File: src/rtl/stopwatch_pkg.sv
// Shared stopwatch definitions: button FSM encoding and default tick counts.
// Revision 1.0 - initial release.
`default_nettype none

package stopwatch_pkg;

  localparam int DEFAULT_LONG_TICKS   = 1000;
  localparam int DEFAULT_REPEAT_TICKS = 200;

  typedef enum logic [1:0] {
    IDLE  = 2'd0,
    SHORT = 2'd1,
    LONG  = 2'd2
  } btn_state_e;

endpackage

`default_nettype wire

File: src/rtl/button_event_decoder.sv
// button_event_decoder: turns a debounced active-low button into press/short/long/repeat/release pulses.
// Optional macro BUTTON_AUTO_REPEAT_EN enables auto-repeat while a long hold continues. Revision 1.0.
`default_nettype none

module button_event_decoder
  import stopwatch_pkg::*;
#(
  parameter int LONG_TICKS   = DEFAULT_LONG_TICKS,
  parameter int REPEAT_TICKS = DEFAULT_REPEAT_TICKS
) (
  input  logic clk,
  input  logic rst_n,
  input  logic clk_en,
  input  logic btn_in,
  output logic press_pulse,
  output logic short_press,
  output logic long_press,
  output logic repeat_pulse,
  output logic release_pulse,
  output logic held
);

  localparam logic [15:0] LONG_LAST = 16'(LONG_TICKS - 1);

  btn_state_e  state, state_d;
  logic [15:0] hold_cnt, hold_d;
  logic        btn_prev;
  logic        press_d, short_d, long_d, rel_d;
  logic        press_edge, release_edge;

  assign press_edge   = btn_prev & ~btn_in;
  assign release_edge = ~btn_prev & btn_in;
  assign held         = (state != IDLE);

`ifdef BUTTON_AUTO_REPEAT_EN
  localparam logic [15:0] REPEAT_LAST = 16'(REPEAT_TICKS - 1);

  logic [15:0] rep_cnt, rep_d;
  logic        repeat_d;

  always_ff @(posedge clk or negedge rst_n) begin
    if (!rst_n) begin
      rep_cnt      <= '0;
      repeat_pulse <= 1'b0;
    end else begin
      rep_cnt      <= rep_d;
      repeat_pulse <= repeat_d;
    end
  end
`else
  logic unused_repeat_ticks;
  assign unused_repeat_ticks = ^REPEAT_TICKS;
  assign repeat_pulse        = 1'b0;
`endif

  always_ff @(posedge clk or negedge rst_n) begin
    if (!rst_n) begin
      state         <= IDLE;
      hold_cnt      <= '0;
      btn_prev      <= 1'b1;
      press_pulse   <= 1'b0;
      short_press   <= 1'b0;
      long_press    <= 1'b0;
      release_pulse <= 1'b0;
    end else begin
      state         <= state_d;
      hold_cnt      <= hold_d;
      btn_prev      <= btn_in;
      press_pulse   <= press_d;
      short_press   <= short_d;
      long_press    <= long_d;
      release_pulse <= rel_d;
    end
  end

  always_comb begin
    state_d  = state;
    hold_d   = hold_cnt;
    press_d  = 1'b0;
    short_d  = 1'b0;
    long_d   = 1'b0;
    rel_d    = 1'b0;
`ifdef BUTTON_AUTO_REPEAT_EN
    rep_d    = rep_cnt;
    repeat_d = 1'b0;
`endif
    case (state)
      IDLE: begin
        if (press_edge) begin
          state_d = SHORT;
          hold_d  = '0;
          press_d = 1'b1;
        end
      end
      SHORT: begin
        // A release always wins over a coincident tick.
        if (release_edge) begin
          short_d = 1'b1;
          rel_d   = 1'b1;
          state_d = IDLE;
        end else if (clk_en) begin
          if (hold_cnt == LONG_LAST) begin
            long_d  = 1'b1;
            state_d = LONG;
`ifdef BUTTON_AUTO_REPEAT_EN
            rep_d   = '0;
`endif
          end else if (hold_cnt != 16'hFFFF) begin
            hold_d = hold_cnt + 16'd1;
          end
        end
      end
      LONG: begin
        if (release_edge) begin
          rel_d   = 1'b1;
          state_d = IDLE;
        end
`ifdef BUTTON_AUTO_REPEAT_EN
        else if (clk_en) begin
          if (rep_cnt == REPEAT_LAST) begin
            repeat_d = 1'b1;
            rep_d    = '0;
          end else if (rep_cnt != 16'hFFFF) begin
            rep_d = rep_cnt + 16'd1;
          end
        end
`endif
      end
      default: state_d = IDLE;
    endcase
  end

endmodule

`default_nettype wire
File: config.mk
export PLATFORM = sky130hd
export DESIGN_NAME = button_event_decoder
export DESIGN_NICKNAME = d
export VERILOG_FILES = /design/src/rtl/stopwatch_pkg.sv /design/src/rtl/button_event_decoder.sv
export SDC_FILE = /design/constraint.sdc
export NUM_CORES = 1
export LEC_CHECK = 0
export ABC_AREA = 1
export BUFFER_PORTS_ARGS = -buffer_cell sky130_fd_sc_hd__buf_2
export CORE_AREA = 3 3 79 81
export CTS_CLUSTER_DIAMETER = 120
export DETAILED_ROUTE_END_ITERATION = 10
export DIE_AREA = 0 0 82 84
export HOLD_SLACK_MARGIN = 0.03
export SLEW_MARGIN = 30
export SYNTH_ARGS = -nofsm -noshare
export SYNTH_HDL_FRONTEND = slang
export SYNTH_SLANG_ARGS = --single-unit
File: constraint.sdc
create_clock -name clk -period 1.4 [get_ports clk]
set_input_delay 0.21 -clock clk [delete_from_list [all_inputs] [get_ports clk]]
set_output_delay 0.21 -clock clk [all_outputs]
set_load 0.02 [all_outputs]
==> results of run 1 <==
-- repair_timing --
| item | in CTS | in global routing |
|---|---|---|
| hold buffers | 1 | 0 |
| gates resized for setup | 17 | 11 |
| setup endpoints to repair | 19 | 19 |
| buffers inserted | 0 | 1 |
| hold endpoints to repair | 22 | 0 |
-- kinds of logic after synthesis --
logic type | count (synthesis) | share of synthesized area [%]
fa+ha+maj | 4 | 3.113
flops | 23 | 35.88
simple gates | 125 | 38.13
buf+inv | 29 | 9.805
other cells | 1 | 0.2332
xor+xnor | 1 | 0.5448
compound gates | 25 | 12.30
-- final cells by class --
type,instances,area [um2]
clock buffers,4,45.04
fillers,567,3440
inverters,23,93.84
multi-input cells,156,962.2
flip-flops and latches,23,576.8
well taps,72,90.09
repair buffers,42,332.8
-- per-stage QoR --
stage / std cells / setup WS [ns] / instance area, um2
after floorplan: 208 / -0.1237 / 1622
after global placement: 314 / -0.08958 / 1943
after global routing: 320 / -0.1718 / 2101
after CTS: 319 / -0.08764 / 2052
final: 320 / -0.07993 / 2101
after detailed placement: 314 / -0.1126 / 1943
-- power groups by stage --
stage	Clock (mW)	Sequential, mW	Combinational [mW]
floorplan	0	0.807	0.881
global placement	0	0.780	1.23
detailed placement	0	0.783	1.24
CTS	0.444	0.781	1.37
global route	0.475	0.792	1.59
finish	0.422	0.780	1.47
-- registers in the layout, summed over array words and instances, names as in the netlist --
name,flops
btn_prev,1
long_press,1
short_press,1
state,2
hold_cnt,16
press_pulse,1
release_pulse,1
-- metal layers --
metal  wire [um]  up-vias  track usage (%)
li1            -      753                -
met1        1820      668            15.87
met2        1687       21            17.78
met3          83        8           0.8639
met4          73        0            4.985
met5           0        -                0
-- critical path, cell delays in order (launching register included) --
cell	delay (ns)
dfrtp_1	0.40
ha_2	0.21
nand2_4	0.09
clkinv_4	0.06
nand2_4	0.08
nor2_4	0.04
nand3_2	0.08
nand3_4	0.10
buf_12	0.18
nand2_1	0.07
o21ai_2	0.05
-- cell usage in the layout (no fill, tap or decap), types with 2 or more instances in the layout --
cell type | synthesis | routed
buf_12 | 2 | 2
buf_2 | 0 | 7
buf_4 | 2 | 30
buf_6 | 1 | 2
clkbuf_8 | 0 | 3
dfrtp_1 | 22 | 22
ha_4 | 0 | 2
inv_1 | 19 | 15
inv_2 | 2 | 5
nand2_1 | 47 | 42
nand2_2 | 12 | 14
nand2_4 | 1 | 4
nand3_1 | 24 | 22
nand3_2 | 1 | 3
nand4_1 | 7 | 7
nor2_1 | 25 | 22
nor2_2 | 1 | 3
nor2_4 | 3 | 4
o21ai_0 | 3 | 2
o21ai_1 | 1 | 2
o21ai_2 | 17 | 17
-- worst paths after layout --
kind,from,to,cells after the start,slack (ns)
max,hold_cnt[0],hold_cnt[1],10,-0.08
min,btn_in,btn_prev,1,0.09
max reg2reg,hold_cnt[0],hold_cnt[1],10,-0.08
min reg2reg,hold_cnt[10],hold_cnt[10],2,0.58
max in group asynchronous,rst_n,btn_prev,2,0.58
min in group asynchronous,rst_n,short_press,2,0.46
==> impl_metrics.csv, run 1 <==
group,metric,value,unit
status,status,"finished, violations left",
status,violations,"negative setup slack",
yosys,ys_seq_elements,23,
sta,fin_crit_sh,105.7,%
critical_path,end_kind,"flip-flop",
clock_tree,cts.clk_slew.worst_paths,0.08,ns
floorplanning,fp.dieW,82,um
placement,portBuffers,8,
floorplanning,rows,27,
sta,relSlewSlack,65.04,%
routing,wl_per_cell,11.45,um
sta,layout_setup_ws,-0.07993,ns
pwr,seqPwrFrac,29.2,%
yosys,async_flop_share,100.0,%
placement,dp_hpwl,2725,um
yosys,yosysSeqAreaShare,35.88,%
yosys,yosys_most_used_dff,"dfrtp_1",
pwr,p_total,2.669,mW
pwr,p_leak,0.9465,nW
critical_path,crit_path_max_fanout,20,
yosys,synth-edff-count,0,
yosys,synthCells,208,
worst_hold_path,hold_class,"input pin to flip-flop",
pwr,clkPwrFrac,15.8,%
grt,grt.overflow.total,0,
critical_path,critPathKind,"flip-flop to flip-flop",
critical_path,arrival,1.64,ns
clock_tree,clkSinkCount,23,
clock_tree,clk_latency,0.26,ns
pwr,vdd_ir_drop_max,794.9,uV
sta,rsz0062_at_grt,"yes",
floorplanning,die_area,6888,um2
run,cap_violations,0,
grt,grt_usage,11.42,%
floorplanning,initial_core_util,29.02,%
routing,route.vias.total,1450,
yosys,syn_area,1608,um2
floorplanning,coreArea,5540,um2
sta,fmax,0.6757,GHz
clock_tree,cts_tree,"built",
sta,setup_viol,18,
yosys,syn_avg_cell_area,7.730,um2
yosys,synthTopCellsByArea,"dfrtp_1, nand2_1, o21ai_2",
sta,finalSetupTns,-1.042,ns
routing,drc_errors,0,
finish,antennaDiodeCount,0,
sta,whs,0.09042,ns
routing,routed_wl,3664,um
routing,postRouteAntennaNets,0,
placement,place.gp.congestion,0.8719,
sta,min_period,1.480,ns
finish,final_nets,257,
yosys,yosysMostFrequentCell,"nand2_1",
grt,grt_max_degree,24,
grt,grt_pass1_vias,1410,
clock_tree,clock_tree.buffer_depth,2,
yosys,ys_warn_count,0,
routing,first_pass_iters,5,
finish,syn_to_final_growth,30.66,%
finish,fin_util,37.92,%
pwr,power_switching,1.101,mW
pwr,p_int,1.568,mW
sta,drv_slew,0,
sta,tightestPinTransition,0.5244,ns
yosys,synth_top_area_share,34.24,%
pwr,switching_share,41.24,%
sta,fin_skew,0.001619,ns
yosys,synthTopCellsByCount,"nand2_1, nor2_1, nand3_1, dfrtp_1, inv_1",
floorplanning,chipHeight,84,um
sta,hold_violations,0,
grt,antenna_found_initial,0,
yosys,synth.largest_area_cell,"dfrtp_1",
grt,grt_pass1_wl,6327,um
routing,first_iter_violations,80,
critical_path,cp_data_required_time,1.56,ns
yosys,ys_types,33,
yosys,syn_nets,216,
clock_tree,htreeDepth,1,
routing,viasPerCell,4.531,
clock_tree,cts_buffers,3,
floorplanning,io_pins,10,
critical_path,start_kind,"flip-flop",
clock_tree,cts-root-buf,"clkbuf_8",
pwr,p_per_area,1270,nW/um2
pwr,combinationalPowerShare,55.0,%
finish,layout-drive-gt1-share,41.94,%
No activity file was read; power rests on OpenSTA's default activity.
==> run 2, diff against run 1 <==
- CELL_PAD_IN_SITES_DETAIL_PLACEMENT: default -> 1
- CELL_PAD_IN_SITES_GLOBAL_PLACEMENT: default -> 2
- PLACE_DENSITY_LB_ADDON: default -> 0.1
==> run 2 against run 1 <==
  * The flow still finishes with violations (negative setup slack)
  * Worst setup slack worse by 0.072 ns
  * Clock power up 5.5%
  * Cell count up 5.6%
  * Global-route usage up 4.2 points
  * Critical path type unchanged
==> impl_metrics.csv, run 2 (synthesized netlist as in run 1, its figures left out) <==
group,metric,value,unit
status,status,"finished, violations left",
status,violations,"negative setup slack",
clock_tree,clkSinkCount,23,
run,cap_violations,0,
critical_path,arrival,1.72,ns
routing,route.vias.total,1585,
worst_hold_path,hold_path.startpoint,"btn_in",
critical_path,start_kind,"flip-flop",
sta,layout_setup_ws,-0.1514,ns
finish,largest_reg_flops,16,
routing,postRouteAntennaNets,0,
critical_path,cpMaxStageDelayCell,"dfrtp_1",
routing,drc_errors,0,
grt,grt_pass1_vias,1710,
finish,final_cell_mix,"buf_4, nand2_1, nor2_1",
floorplanning,coreArea,5540,um2
sta,relSlewSlack,62.20,%
grt,antenna_found_initial,0,
sta,rsz0062_at_grt,"yes",
placement,place.gp.congestion,0.7834,
sta,tightestPinTransition,0.5671,ns
grt,grt_pass1_wl,8273,um
finish,syn_to_final_growth,44.05,%
clock_tree,clk_latency,0.27,ns
clock_tree,htreeDepth,1,
pwr,p_per_area,1323,nW/um2
finish,mostFrequentLayoutCell,"buf_4",
floorplanning,fp.dieW,82,um
sta,min_period,1.551,ns
finish,final_nets,275,
floorplanning,die_area,6888,um2
critical_path,cpMostUsedCell,"o21ai_2",
finish,reg_top3,"hold_cnt: 16 flops, state: 2 flops",
routing,first_pass_iters,4,
routing,viasPerCell,4.689,
critical_path,critPathKind,"flip-flop to flip-flop",
clock_tree,cts.clk_slew.worst_paths,0.09,ns
sta,drv_slew,0,
placement,dp_hpwl,3859,um
pwr,p_leak,1.068,nW
sta,hold_violations,0,
pwr,vdd_ir_drop_max,722.0,uV
finish,antennaDiodeCount,0,
sta,fmax,0.6446,GHz
placement,dp_slack,-0.1683,ns
sta,setup_viol,18,
routing,wl_per_cell,15.43,um
floorplanning,io_pins,10,
worst_hold_path,holdPathEnd,"btn_prev",
critical_path,cpLargestDelayFamily,"flip-flops",
critical_path,path_cells,"inv_2 -> ha_4 -> o21ai_2 -> inv_1 -> a21oi_4 -> nand3_4 -> buf_12 -> nand2_2 -> o21ai_2",
sta,whs,0.09627,ns
worst_hold_path,hold_depth,1,
routing,first_iter_violations,81,
sta,fin_skew,0.002261,ns
routing,routed_wl,5215,um
finish,fillers,680,
critical_path,reg2reg_from,"state[0]",
clock_tree,cts_tree,"built",
sta,fin_crit_sh,110.8,%
grt,grt.overflow.total,0,
clock_tree,clock_tree.buffer_depth,2,
grt,grt_max_degree,24,
critical_path,cp_data_required_time,1.57,ns
placement,portBuffers,8,
finish,layout-drive-gt1-share,48.87,%
critical_path,worstRegToRegCells,9,
floorplanning,chipHeight,84,um
clock_tree,cts-root-buf,"clkbuf_8",
worst_hold_path,hold_class,"input pin to flip-flop",
critical_path,r2r_end,"hold_cnt[10]",
finish,largest_register,"hold_cnt",
sta,finalSetupTns,-2.398,ns
floorplanning,initial_core_util,29.02,%
critical_path,crit_path_max_fanout,8,
floorplanning,rows,27,
clock_tree,cts_buffers,3,
grt,grt_usage,15.63,%
critical_path,end_kind,"flip-flop",
critical_path,cp_slowest_stage_delay,0.43,ns
critical_path,r2r_setup_slack,-0.15,ns
critical_path,crit_buf_inv,3,
## run 2: final cells by class
cell class / count / area (um2) / share of cell area (%)
timing repair buffer: 60 / 515.5 / 22.26
multi-input combinational: 156 / 997.2 / 43.06
clock inverter: 1 / 5.005 / 0.2161
sequential: 23 / 578.1 / 24.96
tap: 72 / 90.09 / 3.890
clock buffer: 3 / 41.29 / 1.783
inverter: 23 / 88.84 / 3.836
## run 2: worst max-delay path by stage
stage / startpoint / endpoint / cells past startpoint
2_1_floorplan: state[1] / hold_cnt[3] / 9
3_3_place_gp: state[1] / hold_cnt[9] / 9
3_5_place_dp: state[1] / hold_cnt[9] / 9
4_1_cts: hold_cnt[0] / hold_cnt[9] / 9
5_1_grt: hold_cnt[1] / hold_cnt[6] / 8
6_report: state[0] / hold_cnt[10] / 9
## run 2: timing repair
item                                   4_1_cts  5_1_grt
setup endpoints to repair                   19       19
buffers inserted                             1        5
pin swaps                                    0       14
hold buffers                                 1        0
endpoints found under the hold margin       22        0
cloned                                       0        2
gates resized for setup                      8       28
## run 2: layer usage
layer  up-vias  global-route usage [%]  routed length (um)
met5         -                       0                   0
met4         0                   4.079                  25
met3         2                   1.944                  75
met2         6                   25.72                2654
met1       787                   21.23                2459
li1        790                       -                   -
## run 2: through the flow
stage	total power, mW	util [%]	cell area [um2]	std cells
floorplan	1.688	-	1622	208
global placement	2.026	36.79	2038	325
detailed placement	2.088	36.79	2038	325
CTS	2.647	38.44	2130	331
global route	3.264	41.80	2316	338
finish	3.065	41.80	2316	338
## run 2: power breakdown
| group | switching (mW) | internal [mW] | total, mW |
|---|---|---|---|
| registers | 0.0475 | 0.731 | 0.778 |
| logic | 0.985 | 0.857 | 1.84 |
| clock network | 0.245 | 0.199 | 0.445 |
| total | 1.28 | 1.79 | 3.06 |
==> run 3, diff against run 2 <==
==> constraint.sdc (replaced) <==
create_clock -name clk -period 1.6 [get_ports clk]
set_input_delay 0.24 -clock clk [delete_from_list [all_inputs] [get_ports clk]]
set_output_delay 0.24 -clock clk [all_outputs]
set_load 0.005 [all_outputs]
==> run 3 against run 2 <==
  * Wire length down 9.7%
  * Non-clock buffer count down 26
  * The flow now finishes without violations
  * Critical path type unchanged
  * Cell area down 9.6%
  * Largest cell class unchanged
==> impl_metrics.csv, run 3 (synthesized netlist as in run 1, its figures left out) <==
group,metric,value,unit
clock_tree,clock_tree.buffer_depth,2,
placement,dp_hpwl,3469,um
critical_path,arrival,1.76,ns
routing,wl_per_cell,15.10,um
critical_path,cp_data_required_time,1.77,ns
floorplanning,die_area,6888,um2
clock_tree,htreeDepth,1,
sta,hold_violations,0,
critical_path,cp_slowest_stage_delay,0.41,ns
critical_path,path_cells,"buf_6 -> ha_4 -> inv_4 -> nand2_4 -> a21oi_4 -> nand3_4 -> clkbuf_16 -> nand2_2 -> o21ai_2",
clock_tree,cts.clk_slew.worst_paths,0.09,ns
grt,grt_usage,13.99,%
floorplanning,initial_core_util,29.02,%
clock_tree,clk_latency,0.27,ns
pwr,p_leak,0.9487,nW
routing,first_pass_iters,4,
finish,layout-drive-gt1-share,40.42,%
routing,viasPerCell,4.728,
pwr,p_total,2.622,mW
finish,antennaDiodeCount,0,
finish,final_nets,249,
grt,grt_pass1_wl,7507,um
routing,drc_errors,0,
critical_path,end_kind,"flip-flop",
sta,layout_setup_ws,0.008560,ns
sta,drv_slew,0,
finish,largest_reg_flops,16,
grt,grt_pass1_vias,1508,
sta,min_period,1.591,ns
sta,fin_skew,0.006303,ns
grt,antenna_found_initial,0,
clock_tree,cts_tree,"built",
placement,portBuffers,8,
critical_path,cpMaxStageDelayCell,"dfrtp_1",
finish,mostFrequentLayoutCell,"nand2_1",
routing,route.vias.total,1475,
pwr,p_per_area,1252,nW/um2
finish,final_cell_mix,"nand2_1, nor2_1, nand3_1",
routing,postRouteAntennaNets,0,
run,cap_violations,0,
sta,tightestPinTransition,0.5602,ns
routing,first_iter_violations,51,
finish,final_area,2093,um2
sta,relSlewSlack,62.65,%
sta,finalSetupTns,0,ns
finish,syn_to_final_growth,30.19,%
floorplanning,chipHeight,84,um
floorplanning,fp.dieW,82,um
clock_tree,clkSinkCount,23,
worst_hold_path,hold_class,"input pin to flip-flop",
clock_tree,cts-root-buf,"clkbuf_8",
finish,reg_top3,"hold_cnt: 16 flops, state: 2 flops",
critical_path,crit_path_max_fanout,5,
floorplanning,rows,27,
placement,place_area,1800,um2
finish,final_cells,312,
critical_path,start_kind,"flip-flop",
pwr,vdd_ir_drop_max,602.1,uV
sta,fin_crit_sh,99.47,%
grt,grt.overflow.total,0,
placement,dp_slack,-0.02859,ns
clock_tree,cts_buffers,3,
finish,multi_input_area,985.9,um2
placement,place.gp.congestion,0.7882,
finish,seq_area,576.8,um2
floorplanning,coreArea,5540,um2
routing,routed_wl,4711,um
finish,fillers,693,
placement,dp_cells,298,
status,status,"completed",
finish,largest_register,"hold_cnt",
sta,rsz0062_at_grt,"yes",
critical_path,cpLargestDelayFamily,"buffers and inverters",
floorplanning,io_pins,10,
critical_path,critPathKind,"flip-flop to flip-flop",
sta,setup_viol,0,
sta,fmax,0.6284,GHz
sta,whs,0.1032,ns
critical_path,crit_buf_inv,3,
finish,fin_util,37.78,%
grt,grt_max_degree,24,
run 3: cell count changes in the layout (fill, tap and decap cells not counted), sizes merged:
| cell | previous run | this run |
|---|---|---|
| buf | 57 | 31 |
| clkbuf | 5 | 6 |
| clkinv | 2 | 1 |
run 3: routing by layer:
| layer | global-route usage [%] | vias up | share of wire [%] |
|---|---|---|---|
| met5 | 0 | - | 0 |
| met4 | 4.079 | 0 | 1.5 |
| met2 | 22.04 | 11 | 48 |
| li1 | - | 739 | - |
| met1 | 19.51 | 719 | 49 |
| met3 | 2.052 | 6 | 1.2 |
run 3: final timing paths:
check	from	endpoint	slack [ns]	cells after the start
max in group asynchronous	rst_n	hold_cnt[4]	0.73	2
min in group asynchronous	rst_n	hold_cnt[14]	0.48	2
setup / recovery	state[0]	hold_cnt[0]	0.009	9
setup reg to reg	state[0]	hold_cnt[0]	0.009	9
hold / removal	btn_in	btn_prev	0.10	1
hold reg to reg	btn_prev	press_pulse	0.53	2
run 3: power breakdown:
group          internal (mW)  switching (mW)
Clock                  0.178           0.208
Sequential             0.640          0.0394
Combinational          0.718           0.838
run 3: area by class of cell:
type / count / area share, %
clock buffers: 4 / 2.152
inverters: 23 / 4.363
multi-input cells: 156 / 47.10
flip-flops and latches: 23 / 27.56
well taps: 72 / 4.304
repair buffers: 34 / 14.52
run 3: repair_timing:
item                                    in CTS  in global routing
pin swaps                                    1                  3
endpoints found under the setup margin      18                 19
hold buffers                                 1                  0
gates cloned                                 0                  3
gates resized for setup                      3                 35
setup buffers                                2                  4
endpoints found under the hold margin       22                  0
